### config.mk
export PLATFORM = sky130hd
export DESIGN_NAME = morse_symbol_collector
export DESIGN_NICKNAME = d
export VERILOG_FILES = /design/src/rtl/morse_symbol_collector.sv
export SDC_FILE = /design/constraint.sdc
export NUM_CORES = 1
export LEC_CHECK = 0
export CORE_MARGIN = 4
export CORE_UTILIZATION = 60
export DETAILED_ROUTE_END_ITERATION = 8
export DONT_BUFFER_PORTS = 1
export PLACE_DENSITY = 0.83
export SYNTH_ARGS = -nofsm -noshare
export SYNTH_HDL_FRONTEND = slang
export SYNTH_SLANG_ARGS = --single-unit
### constraint.sdc
create_clock -name clk -period 7.39 [get_ports clk]
set_clock_uncertainty 0.1 [all_clocks]
set_input_delay 0 -clock clk [delete_from_list [all_inputs] [get_ports clk]]
set_output_delay 0 -clock clk [all_outputs]
set_load 0.01 [all_outputs]
### src/rtl/morse_symbol_collector.sv
// Morse key front end: synchronizes and debounces the key, classifies dot/dash presses
// and commits characters after a gap. `MORSE_COLLECTOR_LIVE_EN enables live preview.
module morse_symbol_collector #(
  parameter int unsigned DEBOUNCE_TICKS = 500000,
  parameter int unsigned DASH_TICKS     = 15000000,
  parameter int unsigned GAP_TICKS      = 30000000
) (
  input  logic       clk,
  input  logic       rst_n,
  input  logic       key_in,
  output logic [4:0] possible_chars,
  output logic [2:0] possible_inputs,
  output logic       char_valid,
  output logic       char_err,
  output logic       busy
);

  localparam int unsigned DbW  = $clog2(DEBOUNCE_TICKS + 1);
  localparam int unsigned LenW = $clog2(DASH_TICKS + 1);
  localparam int unsigned GapW = $clog2(GAP_TICKS + 1);

  localparam logic [DbW-1:0]  DbLast  = DbW'(DEBOUNCE_TICKS - 1);
  localparam logic [LenW-1:0] DashMax = LenW'(DASH_TICKS);
  localparam logic [GapW-1:0] GapMax  = GapW'(GAP_TICKS);

  typedef enum logic [1:0] {StIdle, StPress, StGap} state_e;

  logic [1:0]      sync_q;
  logic            key_db_q, key_db_d;
  logic [DbW-1:0]  db_cnt_q, db_cnt_d;

  state_e          state_q, state_d;
  logic [LenW-1:0] len_q, len_d;
  logic [GapW-1:0] gap_q, gap_d, gap_inc;
  logic [4:0]      shreg_q, shreg_d;
  logic [2:0]      cnt_q, cnt_d;
  logic            ovf_q, ovf_d;
  logic [4:0]      chars_q, chars_d;
  logic [2:0]      inputs_q, inputs_d;
  logic            valid_q, valid_d;
  logic            err_q, err_d;
  logic            classify;
  logic            sym;

  // Debounce: the count only survives while the synchronized key disagrees.
  always_comb begin
    key_db_d = key_db_q;
    db_cnt_d = '0;
    if (sync_q[1] != key_db_q) begin
      if (db_cnt_q == DbLast) begin
        key_db_d = sync_q[1];
      end else begin
        db_cnt_d = db_cnt_q + DbW'(1);
      end
    end
  end

  assign sym     = (len_q >= DashMax);
  assign gap_inc = gap_q + GapW'(1);

  always_comb begin
    state_d  = state_q;
    len_d    = len_q;
    gap_d    = gap_q;
    shreg_d  = shreg_q;
    cnt_d    = cnt_q;
    ovf_d    = ovf_q;
    chars_d  = chars_q;
    inputs_d = inputs_q;
    valid_d  = 1'b0;
    err_d    = 1'b0;
    classify = 1'b0;

    unique case (state_q)
      StIdle: begin
        if (key_db_q) begin
          state_d = StPress;
          len_d   = '0;
        end
      end
      StPress: begin
        if (!key_db_q) begin
          classify = 1'b1;
          state_d  = StGap;
          gap_d    = '0;
        end else if (len_q != DashMax) begin
          len_d = len_q + LenW'(1);
        end
      end
      StGap: begin
        // A new press wins over a commit landing on the same edge.
        if (key_db_q) begin
          state_d = StPress;
          len_d   = '0;
        end else if (gap_inc == GapMax) begin
          state_d  = StIdle;
          gap_d    = '0;
          valid_d  = 1'b1;
          err_d    = ovf_q;
          chars_d  = ovf_q ? 5'd0 : shreg_q;
          inputs_d = ovf_q ? 3'd0 : cnt_q;
          shreg_d  = '0;
          cnt_d    = '0;
          ovf_d    = 1'b0;
        end else begin
          gap_d = gap_inc;
        end
      end
      default: state_d = StIdle;
    endcase

    if (classify) begin
      if (cnt_q < 3'd5) begin
        shreg_d[cnt_q] = sym;
        cnt_d          = cnt_q + 3'd1;
`ifdef MORSE_COLLECTOR_LIVE_EN
        chars_d  = shreg_d;
        inputs_d = cnt_d;
`endif
      end else begin
        ovf_d = 1'b1;
`ifdef MORSE_COLLECTOR_LIVE_EN
        chars_d  = 5'd0;
        inputs_d = 3'd0;
`endif
      end
    end
  end

  always_ff @(posedge clk or negedge rst_n) begin
    if (!rst_n) begin
      sync_q   <= '0;
      key_db_q <= 1'b0;
      db_cnt_q <= '0;
      state_q  <= StIdle;
      len_q    <= '0;
      gap_q    <= '0;
      shreg_q  <= '0;
      cnt_q    <= '0;
      ovf_q    <= 1'b0;
      chars_q  <= '0;
      inputs_q <= '0;
      valid_q  <= 1'b0;
      err_q    <= 1'b0;
    end else begin
      sync_q   <= {sync_q[0], key_in};
      key_db_q <= key_db_d;
      db_cnt_q <= db_cnt_d;
      state_q  <= state_d;
      len_q    <= len_d;
      gap_q    <= gap_d;
      shreg_q  <= shreg_d;
      cnt_q    <= cnt_d;
      ovf_q    <= ovf_d;
      chars_q  <= chars_d;
      inputs_q <= inputs_d;
      valid_q  <= valid_d;
      err_q    <= err_d;
    end
  end

  assign possible_chars  = chars_q;
  assign possible_inputs = inputs_q;
  assign char_valid      = valid_q;
  assign char_err        = err_q;
  assign busy            = (state_q != StIdle);

endmodule

# == After elaboration in Yosys (flattened, before gate mapping) ==
# Cells that the tools add are included.
# totals
regBits,92
input_bits,3
output_inout_bits,11
word_cells,89
# op_classes
n_addsub,4
n_lt_le_gt_ge,4
eq_ne,13
n_mux,43
bitwise,1
n_reduce_logical,11
# op_table
operator,count
2-to-1 mux 25 bit,3
2-to-1 mux 24 bit,3
case mux 25 bit (2 select lines),1
case mux 24 bit (2 select lines),1
2-to-1 mux 19 bit,2
2-to-1 mux 5 bit,6
adder 25 x 1 -> 25 bit (second input constant),1
== test 25 bit (second input constant),1
adder 24 x 1 -> 24 bit (second input constant),1
greater-or-equal comparator 24 bit (second input constant),1
inequality test 24 bit (second input constant),1
adder 19 x 1 -> 19 bit (second input constant),1
== test 19 bit (second input constant),1
2-to-1 mux 3 bit,6
2-to-1 mux 1 bit,14
inequality test 2 bit (second input constant),5
AND reduction 3 bit,3
2-to-1 mux 2 bit,4
case mux 2 bit (3 select lines),1
nonzero test 2 bit,3
bitwise mux 5 bit,1
< comparator 3 x 4 -> 1 bit (second input constant),1
AND reduction 4 bit,1
adder 3 x 1 -> 3 bit (second input constant),1
other kinds (13),13

# == Longest topological paths before layout ==
# depth
depth_word,8
ltp_mapped,10
depth_no_buf,9

# == Worst setup path before layout ==
# OpenSTA, ideal clock, no wires.
# synth_timing
kind,register to register
from,reg gap_q[0]
to,"reg chars_q[1], in the netlist possible_chars[1]"
setup_ps,125
arrival_ps,2733
required_time_ps,7165
slack_ps,4432
path_stages_with_launch,10
n_path_buf,1
synth_period_minus_slack_ps,2958
path_cell_list,dfrtp_1 -> ha_1 -> nand3_1 -> or4_4 -> or3_1 -> a21boi_2 -> o2111ai_2 -> nor3_4 -> buf_6 -> mux2_4
# synth_between
elab_chain_cells,3
# synth_lines
item,line_no,text
"start, declared",34,"logic [GapW-1:0] gap_q, gap_d, gap_inc;"
"start signal, assigned",151,gap_q <= gap_d;
adder 25 x 1 -> 25 bit,59,assign gap_inc = gap_q + GapW'(1);
== test 25 bit,95,end else if (gap_inc == GapMax) begin
AND reduction 3 bit (no source line),-,
"end signal, assigned",155,chars_q <= chars_d;
"end, declared",38,"logic [4:0] chars_q, chars_d;"
# Every way passes these cells.
# A chain may end at the register's enable or synchronous reset.

# == Worst setup path in the final report ==
# layout_timing
from,reg gap_q[7]
to,"reg chars_q[0], in the netlist possible_chars[0]"
# The elaborated chain is that of the path after synthesis.

==> flow_summary.toml <==
[status]
status = "finished clean"

[drt]
dr.pass1.iters = 5
vias = 4198
ant_nets = 0
drc_errors = 0
drt-total-wl_um = 10700
wl_per_cell_um = 16.0
post_drt_via_cell_ratio = 6.29
drt-initial-drc-count = 390

[final_layout]
syn_to_final_growth_pct = 5.95
stdcell_area_um2 = 5420
nNetsFinal = 565
diodes = 0
drive_gt1_share_pct = 7.12

[cts]
clkSlewWorstSetupHoldPaths_ps = 100
cts_setup_buffers = 0
insertion_delay_ps = 360
max-clock-path-buffers = 2
clock-root-buffer = "clkbuf_8"
numCtsBuffers = 9
ctsHoldBuffers = 3
cts_tree = "yes"
cts_resized = 0
h-tree-depth = 3
clock_sink_count = 92

[synthesis]
yosys.area_share.adder_pct = 1.22
yosys-top-cells-count = "dfrtp_1 (92), nand2_1 (82), nor2_1 (56), nand3_1 (32), o21ai_0 (29)"
synth_area_leaders = "dfrtp_1 (45%), nand2_1 (6.0%), nor2_1 (4.1%)"
synth-edff-count = 0
ys_ff_latch = 92
ys_types = 62
synthXorXnorAreaFrac_pct = 5.82
synth_nets = 579
synth_top_family_by_area = "simple AND/OR/NAND/NOR gates"
synth_top_area_share_pct = 45.0
async_reset_ff_share_pct = 100
synth_ff_type = "dfrtp_1"
synth-simple-area-share_pct = 28.4
synthCells = 571
syn_avg_cell_area_um2 = 8.95
yosysSeqAreaShare_pct = 45.0
netlist_area_um2 = 5110
yosysMostFrequentCell = "dfrtp_1"
ys_warn_count = 0
synth_compound_area_share_pct = 13.4
synth_mux_area_share_pct = 2.59
yosys.area.top_type = "dfrtp_1"

[global_routing]
overflow = 0
grt_max_degree = 93
grt_pass1_wl_um = 18700
first_global_vias = 3984
antenna_found_initial = 0
grtUsageTotal_pct = 22.5

[place]
place_area_um2 = 5120
io_buffers = 0
place_congestion = 0.919
place_hpwl_um = 6970

[worst_setup_path]
start_kind = "register"
worstSetupEndpointType = "register"
crit_slowest_cell = "nor3_4"
path_cells = "nand4_2 -> or4_4 -> nor3b_1 -> a2bb2oi_1 -> nand3_1 -> nor3_4 -> mux2_2"
crit_arrival_ps = 4040
setup.worst_path.class = "reg -> reg"
cp_max_fo = 15
cp.required_ps = 7550
slowest_delay_ps = 750

[pwr]
p_leak_uw = 0.00233
p_per_area_nw_per_um2 = 174
intPower_uw = 739
power_frac_clock_pct = 44.6
p_sw_uw = 205
vdd.ir_drop.worst_mv = 0.100
power_frac_comb_pct = 1.7
switching_share_pct = 21.7
seqPwrFrac_pct = 53.7

[job]
maxCapViolCount = 0

[floorplan]
core_region_area_um2 = 8260
row_count = 33
io_pins = 14
die_x_um = 100
floorplan.initialDensity_pct = 61.9
chipHeight_um = 100
die-area_um2 = 10100

[timing]
grt_setup_unrepaired = "false"
fmax_mhz = 258
worst_pin_slew_ps = 1160
drv_slew = 0
period_needed_ps = 3880
setup_viol = 0
final.setup.tns_ps = 0
timing.final.crit_share_pct = 52.5
hold_violations = 0
relSlewSlack_pct = 22.5

[worst_hold_path]
holdCritPathClass = "in -> reg"
[placed cells by master (no fill, tap or decap), types with 4 or more instances in the layout]
| cell | synthesis | layout |
|---|---|---|
| a31oi_1 | 7 | 7 |
| nor4_1 | 14 | 14 |
| nor2_1 | 56 | 56 |
| o221ai_1 | 5 | 5 |
| nand2_1 | 82 | 82 |
| and4_1 | 4 | 4 |
| nor2b_1 | 10 | 10 |
| and3_1 | 15 | 15 |
| clkbuf_8 | 0 | 9 |
| nand4_1 | 17 | 17 |
| o211ai_1 | 8 | 8 |
| nor3_1 | 14 | 14 |
| dfrtp_1 | 92 | 92 |
| o31ai_1 | 12 | 12 |
| or3_1 | 11 | 11 |
| and2_1 | 5 | 5 |
| a21oi_1 | 18 | 18 |
| ha_1 | 5 | 5 |
| nand3_1 | 32 | 32 |
| mux2_2 | 6 | 6 |
| inv_1 | 12 | 12 |
| o22ai_1 | 6 | 6 |
| nand3b_1 | 4 | 4 |
| o21ai_0 | 29 | 29 |
| xor2_1 | 22 | 22 |
| xnor2_1 | 12 | 12 |
[routing by layer]
metal	vias up	part of all wire, %	track usage, %
li1	2022	-	-
met1	2029	45	30.8
met2	137	49	36.3
met3	10	5.2	5.21
met4	0	0.81	5.70
met5	-	0	0
[registers in the layout, indices dropped and copies added (netlist names)]
register	count
sync_q	2
possible_inputs	3
db_cnt_q	19
len_q	24
state_q	2
cnt_q	3
gap_q	25
key_db_q	1
shreg_q	5
possible_chars	5
char_valid	1
char_err	1
ovf_q	1
[final timing paths]
check / start / end / slack (ps) / depth (start not counted)
max reg2reg: gap_q[7]$_DFFE_PN0P_ / possible_chars[0]$_DFFE_PN0P_ / 3510 / 7
min: key_in / sync_q[0]$_DFF_PN0_ / 100 / 1
max: gap_q[7]$_DFFE_PN0P_ / possible_chars[0]$_DFFE_PN0P_ / 3510 / 7
max in group asynchronous: rst_n / gap_q[19]$_DFFE_PN0P_ / 6720 / 2
min reg2reg: sync_q[0]$_DFF_PN0_ / sync_q[1]$_DFF_PN0_ / 260 / 0
min in group asynchronous: rst_n / possible_chars[0]$_DFFE_PN0P_ / 110 / 2
[cell families after synthesis]
| logic type | Yosys count |
|---|---|
| adders and majority gates | 5 |
| buffers and inverters | 41 |
| and+or+nand+nor | 283 |
| xor gates and xnor gates | 34 |
| DFF | 92 |
| muxes | 11 |
| AOI/OAI and AO/OA | 105 |
[layout make-up]
cell class | instances | area [um2]
multi-input cells | 438 | 2630
flip-flops and latches | 92 | 2300
fillers | 640 | 2840
well taps | 105 | 131
inverters | 12 | 45.0
repair buffers | 4 | 55.1
clock inverters | 7 | 128
clock buffers | 9 | 124
[critical path: cells and delay by family (launching register included)]
family,cells,cell delay (ps)
flops,1,540
compound gates,1,190
mux,1,410
simple gates,5,2530
[power groups by stage]
stage               logic, uW  registers (uW)  clock network [uW]
detailed placement       4.52             517                   0
global placement         4.41             516                   0
global route             19.3             507                 457
CTS                      17.1             507                 430
finish                   16.3             507                 421
floorplan                4.02             516                   0
[through the flow]
step | power, uW | hold slack (ps) | utilization (%) | std cells | setup slack (ps)
2_1_floorplan | 520 | -396 | - | 571 | 4430
3_3_place_gp | 521 | -394 | 62.0 | 648 | 3760
3_5_place_dp | 521 | -393 | 62.0 | 648 | 3590
4_1_cts | 954 | 76.1 | 65.6 | 667 | 3570
5_1_grt | 983 | 84.9 | 65.6 | 667 | 3260
6_report | 944 | 101 | 65.6 | 667 | 3510
Note: power is estimated with default switching activity, not from simulation.
